===== src/rtl/ifu_pkg.sv =====
// Shared defaults and FSM encoding for the instruction fetch unit.
// Latency: n/a (types and constants only).
// Backpressure: n/a.
package ifu_pkg;

    localparam int ADDR_W_DEF   = 20;
    localparam int INST_W_DEF   = 20;
    localparam int RESET_PC_DEF = 0;
    localparam int DEPTH_DEF    = 2;

    typedef enum logic [1:0] {
        IDLE = 2'd0,
        RUN  = 2'd1,
        HALT = 2'd2
    } ifu_state_t;

endpackage


===== src/rtl/ifu_prefetch_fifo.sv =====
// Synchronous FIFO of {pc, inst} pairs with push/pop/flush; head entry read from registers.
// Latency: a push is visible at the head on the next cycle.
// Backpressure: caller must not push when full unless popping in the same cycle.
module ifu_prefetch_fifo #(
    parameter int ADDR_W = 20,
    parameter int INST_W = 20,
    parameter int DEPTH  = 2
) (
    input  logic                     clk,
    input  logic                     rst,
    input  logic                     flush,
    input  logic                     push,
    input  logic [ADDR_W-1:0]        push_pc,
    input  logic [INST_W-1:0]        push_inst,
    input  logic                     pop,
    output logic [$clog2(DEPTH):0]   count,
    output logic                     head_valid,
    output logic [ADDR_W-1:0]        head_pc,
    output logic [INST_W-1:0]        head_inst
);

    localparam int PTR_W = $clog2(DEPTH);
    localparam int CNT_W = PTR_W + 1;

    logic [ADDR_W-1:0] pc_mem   [DEPTH];
    logic [INST_W-1:0] inst_mem [DEPTH];
    logic [PTR_W-1:0]  wr_ptr;
    logic [PTR_W-1:0]  rd_ptr;

    // Pointers wrap naturally because DEPTH is a power of two.
    always_ff @(posedge clk) begin
        if (rst || flush) begin
            wr_ptr <= '0;
            rd_ptr <= '0;
            count  <= '0;
        end else begin
            if (push) begin
                wr_ptr <= wr_ptr + PTR_W'(1);
            end
            if (pop) begin
                rd_ptr <= rd_ptr + PTR_W'(1);
            end
            count <= count + CNT_W'(push) - CNT_W'(pop);
        end
    end

    always_ff @(posedge clk) begin
        if (push && !flush && !rst) begin
            pc_mem[wr_ptr]   <= push_pc;
            inst_mem[wr_ptr] <= push_inst;
        end
    end

    assign head_valid = (count != '0);
    assign head_pc    = head_valid ? pc_mem[rd_ptr]   : '0;
    assign head_inst  = head_valid ? inst_mem[rd_ptr] : '0;

endmodule


===== src/rtl/instruction_fetch_unit.sv =====
// PC/FSM owner feeding {pc, inst} to decode through a prefetch FIFO; optional IFU_PERF_CNT_EN counters.
// Latency: start -> RUN next cycle -> first dec_valid one cycle later; redirect -> new target at dec two cycles later.
// Backpressure: fetch stalls (pc holds) while the FIFO is full and decode is not accepting.
module instruction_fetch_unit
    import ifu_pkg::*;
#(
    parameter int                ADDR_W   = ADDR_W_DEF,
    parameter int                INST_W   = INST_W_DEF,
    parameter logic [ADDR_W-1:0] RESET_PC = ADDR_W'(RESET_PC_DEF),
    parameter int                DEPTH    = DEPTH_DEF
) (
    input  logic              clk,
    input  logic              rst,
    input  logic              start,
    input  logic              halt_req,
    input  logic              redirect_valid,
    input  logic [ADDR_W-1:0] redirect_pc,
    output logic [ADDR_W-1:0] imem_addr,
    input  logic [INST_W-1:0] imem_inst,
    output logic              dec_valid,
    input  logic              dec_ready,
    output logic [INST_W-1:0] dec_inst,
    output logic [ADDR_W-1:0] dec_pc,
    output logic              busy
`ifdef IFU_PERF_CNT_EN
    ,
    output logic [31:0]       fetch_count,
    output logic [31:0]       stall_count
`endif
);

    localparam int CNT_W = $clog2(DEPTH) + 1;

    ifu_state_t         state;
    logic [ADDR_W-1:0]  pc;
    logic [CNT_W-1:0]   fifo_count;
    logic               dec_fire;
    logic               fetch_fire;

    assign imem_addr = pc;
    assign dec_fire  = dec_valid && dec_ready;
    assign fetch_fire = (state == RUN) && !halt_req && !redirect_valid &&
                        ((fifo_count < CNT_W'(DEPTH)) || dec_fire);

    // halt_req outranks start; redirect never touches the FSM.
    always_ff @(posedge clk) begin
        if (rst) begin
            state <= IDLE;
            busy  <= 1'b0;
        end else if (halt_req) begin
            if (state == RUN) begin
                state <= HALT;
                busy  <= 1'b0;
            end
        end else if (start && state != RUN) begin
            state <= RUN;
            busy  <= 1'b1;
        end
    end

    always_ff @(posedge clk) begin
        if (rst) begin
            pc <= RESET_PC;
        end else if (redirect_valid) begin
            pc <= redirect_pc;
        end else if (fetch_fire) begin
            pc <= pc + ADDR_W'(1);
        end
    end

    ifu_prefetch_fifo #(
        .ADDR_W (ADDR_W),
        .INST_W (INST_W),
        .DEPTH  (DEPTH)
    ) u_fifo (
        .clk        (clk),
        .rst        (rst),
        .flush      (redirect_valid),
        .push       (fetch_fire),
        .push_pc    (pc),
        .push_inst  (imem_inst),
        .pop        (dec_fire),
        .count      (fifo_count),
        .head_valid (dec_valid),
        .head_pc    (dec_pc),
        .head_inst  (dec_inst)
    );

`ifdef IFU_PERF_CNT_EN
    // Both counters stick at all-ones rather than wrapping.
    always_ff @(posedge clk) begin
        if (rst) begin
            fetch_count <= '0;
            stall_count <= '0;
        end else begin
            if (fetch_fire && fetch_count != '1) begin
                fetch_count <= fetch_count + 32'd1;
            end
            if (dec_valid && !dec_ready && stall_count != '1) begin
                stall_count <= stall_count + 32'd1;
            end
        end
    end
`endif

endmodule


===== config.mk =====
export PLATFORM = sky130hd
export DESIGN_NAME = instruction_fetch_unit
export DESIGN_NICKNAME = d
export VERILOG_FILES = /design/src/rtl/ifu_pkg.sv /design/src/rtl/ifu_prefetch_fifo.sv /design/src/rtl/instruction_fetch_unit.sv
export SDC_FILE = /design/constraint.sdc
export NUM_CORES = 1
export LEC_CHECK = 0
export BUFFER_PORTS_ARGS = -buffer_cell sky130_fd_sc_hd__buf_4
export CAP_MARGIN = 10
export CORE_MARGIN = 2
export CORE_UTILIZATION = 45
export DETAILED_ROUTE_END_ITERATION = 7
export GPL_ROUTABILITY_DRIVEN = 0
export GPL_TIMING_DRIVEN = 0
export PLACE_DENSITY = 0.7
export SETUP_SLACK_MARGIN = 0.02
export SYNTH_ARGS = -nofsm -noshare
export SYNTH_HDL_FRONTEND = slang
export SYNTH_SLANG_ARGS = --single-unit

===== constraint.sdc =====
create_clock -name clk -period 6.9 [get_ports clk]
set_input_delay 1.035 -clock clk [delete_from_list [all_inputs] [get_ports clk]]
set_output_delay 1.035 -clock clk [all_outputs]
set_load 0.02 [all_outputs]

==> results.tsv <==
metric	value	unit
largest net degree at the start of global routing	18	
Pwr Density	207	nW/µm²
CTS tree	yes	
antenna violation net count after detailed routing	0	
syn nets	398	
hold buffers post-CTS	0	
GR Overflow Total	0	
synth warn	0	
Final Cell Area	5710	µm²
status	finished clean	
drt wl/cell	16.2	µm
clock sink count	107	
leading area contributor after synthesis	edfxtp_1	
Via density	5.25	
Setup CP Type	reg2out	
Area Growth Syn to Fin	28.1	%
antenna fix cells	0	
clock transition at the registers of the reported paths	0.10	ns
initial antenna violation count	0	
unrepaired setup endpoints after global routing	no	
Post-synth ARST share	0	
maximum VDD drop	0.0942	mV
Worst Hold Slack	0.537	ns
Fin. Hold Viols	0	
clock latency on the worst-skew pair	0.36	ns
layout cell share with drive strength beyond 1	0.281	
Starting Density	0.460	
FP Rows	36	
Die Area	10700	µm²
CP startpoint kind	register	
H-tree Lvls	3	
Yosys top cell area share	0.539	
WP data arrival	1.96	ns
dominant synthesized flop cell	edfxtp_1	
largest family of logic cells by synthesized area	simple AND/OR/NAND/NOR gates	
chip width	104	µm
Post-CTS Setup Repair Bufs	0	
Residual DRC	0	
# IOs	108	
Num CTS Buffers	9	
final core occ	0.589	
area share of fa/ha/maj cells after synthesis	0.00842	
Rel. slew slack	0.515	
post-CTS sizing	0	
XOR/XNOR Fraction of Synth Area	0.0197	
1st-iter DRT viols	116	
final net count	525	
Placed Cells	598	
final worst-path cycle share	0.434	
Initial DRT Pass Iterations	4	
crit-path cells	clkbuf_1, buf_1, mux2i_1, nor2_1, buf_4	
LEAKAGE	0.00204	µW
Clock Tree Root	clkbuf_8	
synthesized area	4460	µm²
ranking of synthesized cells by area	edfxtp_1 (54%), dfxtp_1 (12%), mux2i_1 (9.0%)	
clock buffer depth	2	
Setup violations, final	0	
GRT Overall Usage	0.187	
Routed WL	9940	µm
Die H	104	µm
dpl cell area	5520	µm²
worst slew pin tran	0.722	ns
Core ar.	9680	µm²
setup TNS	0	ns
CP Data Required Time	5.86	ns
post-DP HPWL	7400	µm
min Tclk post-route	2.99	ns
sequential-to-total area share from yosys stat	0.660	
CP endpoint kind	primary output	
commonest cells in the netlist	edfxtp_1 (80), nor2_1 (60), mux2i_1 (40), dfxtp_1 (27), clkbuf_1 (16)	
Netlist cell types	38	
CP max-delay cell	buf_1	
final setup skew	0.0112	ns
Synth Area in Compound Gates	0.0618	
Max stage delay on crit path	0.58	ns
simple logic cell fraction of the synthesized area	0.135	
register bit total from synthesis	107	
syn_area_per_cell	12.8	µm²
CP max FO	10	
vias in the first global route	3181	
number of port buffers	106	
achievable frequency	0.334	GHz
number of flops mapped to enable cells by yosys	80	
fin. max-slew vios	0	
global-route wire length before repair	16000	µm
max_cap viols	0	
count leader, synth	edfxtp_1	
mux contribution to synthesized area	0.0899	
DR vias	3226	
Tightest Hold Check Type	reg2reg	
Layout Cells excl Fill	614	
Gate Count Post-Synth	349	
cells by family (layout without fill, tap and decap cells):
family                   after synthesis  count (layout)
XOR/XNOR                              10              10
multiplexers                          40              40
adder cells (fa/ha/maj)                3               3
AO/OA/AOI/OAI                         37              37
AND/OR/NAND/NOR                      123             123
flip-flops                           107             107
buffers and inverters                 29             161
metrics by stage:
| step | worst slack [ns] | total power [µW] |
|---|---|---|
| global placement | -2.10 | 822 |
| global route | 3.73 | 1220 |
| detailed placement | 3.55 | 826 |
| floorplan | 0.634 | 771 |
| CTS | 3.85 | 1190 |
| finish | 3.91 | 1180 |
power breakdown:
group          total [µW]  switching [µW]  internal (µW)
Combinational        90.4            47.4           43.1
Clock                 371             201            169
Sequential            720            17.7            703
Total                1180             266            915
layer usage:
metal | part of all wire | vias up | global-route usage
li1 | - | 1558 | -
met5 | 0 | - | 0
met2 | 0.52 | 107 | 0.328
met3 | 0.052 | 4 | 0.0302
met4 | 0.0044 | 0 | 0.0560
met1 | 0.42 | 1557 | 0.238
cell type report:
type,instances,area [µm²]
sequential,107,2940
clock inverter,4,53.8
fill,821,3980
timing repair buffer,116,882
buffer,21,82.6
multi-input combinational,213,1410
inverter,8,30.0
tap,133,166
clock buffer,12,135
state kept, by name, summed over array words and instances (netlist names), named ones only:
signal / flops
imem_addr: 20
u_fifo.pc_mem: 40
u_fifo.rd_ptr: 1
u_fifo.wr_ptr: 1
u_fifo.count: 2
u_fifo.inst_mem: 40
state: 2
path summary, 6_finish.rpt:
check                           slack, ns  startpoint  cells past startpoint                endpoint
worst max-delay path                 3.91    register                      5               dec_pc[9]
worst min-delay path                 0.54    state[0]                      2                state[0]
worst max register to register       4.33    state[0]                      6  u_fifo.inst_mem[0][13]
worst min register to register       0.54    state[0]                      2                state[0]
critical path: cells and delay by family, from the launching register on:
family	cells	cell delay, ns
buffers and inverters	3	0.94
DFF	1	0.32
muxes	1	0.30
and+or+nand+nor	1	0.06
layout by cell type (no fill, tap or decap), types with 3 or more instances in the layout:
cell type / n
inv_1: 7
nand2_1: 12
clkbuf_1: 19
xnor2_1: 6
clkbuf_8: 9
o21ai_0: 4
and3_1: 4
dfxtp_1: 27
nor2_1: 60
nor4_1: 4
or4_1: 7
o31ai_1: 7
and4_1: 4
a2111oi_0: 3
xor2_1: 4
nor3b_1: 3
buf_4: 113
ha_1: 3
nand3_1: 11
buf_6: 3
mux2i_1: 40
edfxtp_1: 80
a311oi_1: 9
nor3_1: 6
a211oi_1: 7
Note: power is estimated with default switching activity, not from simulation.
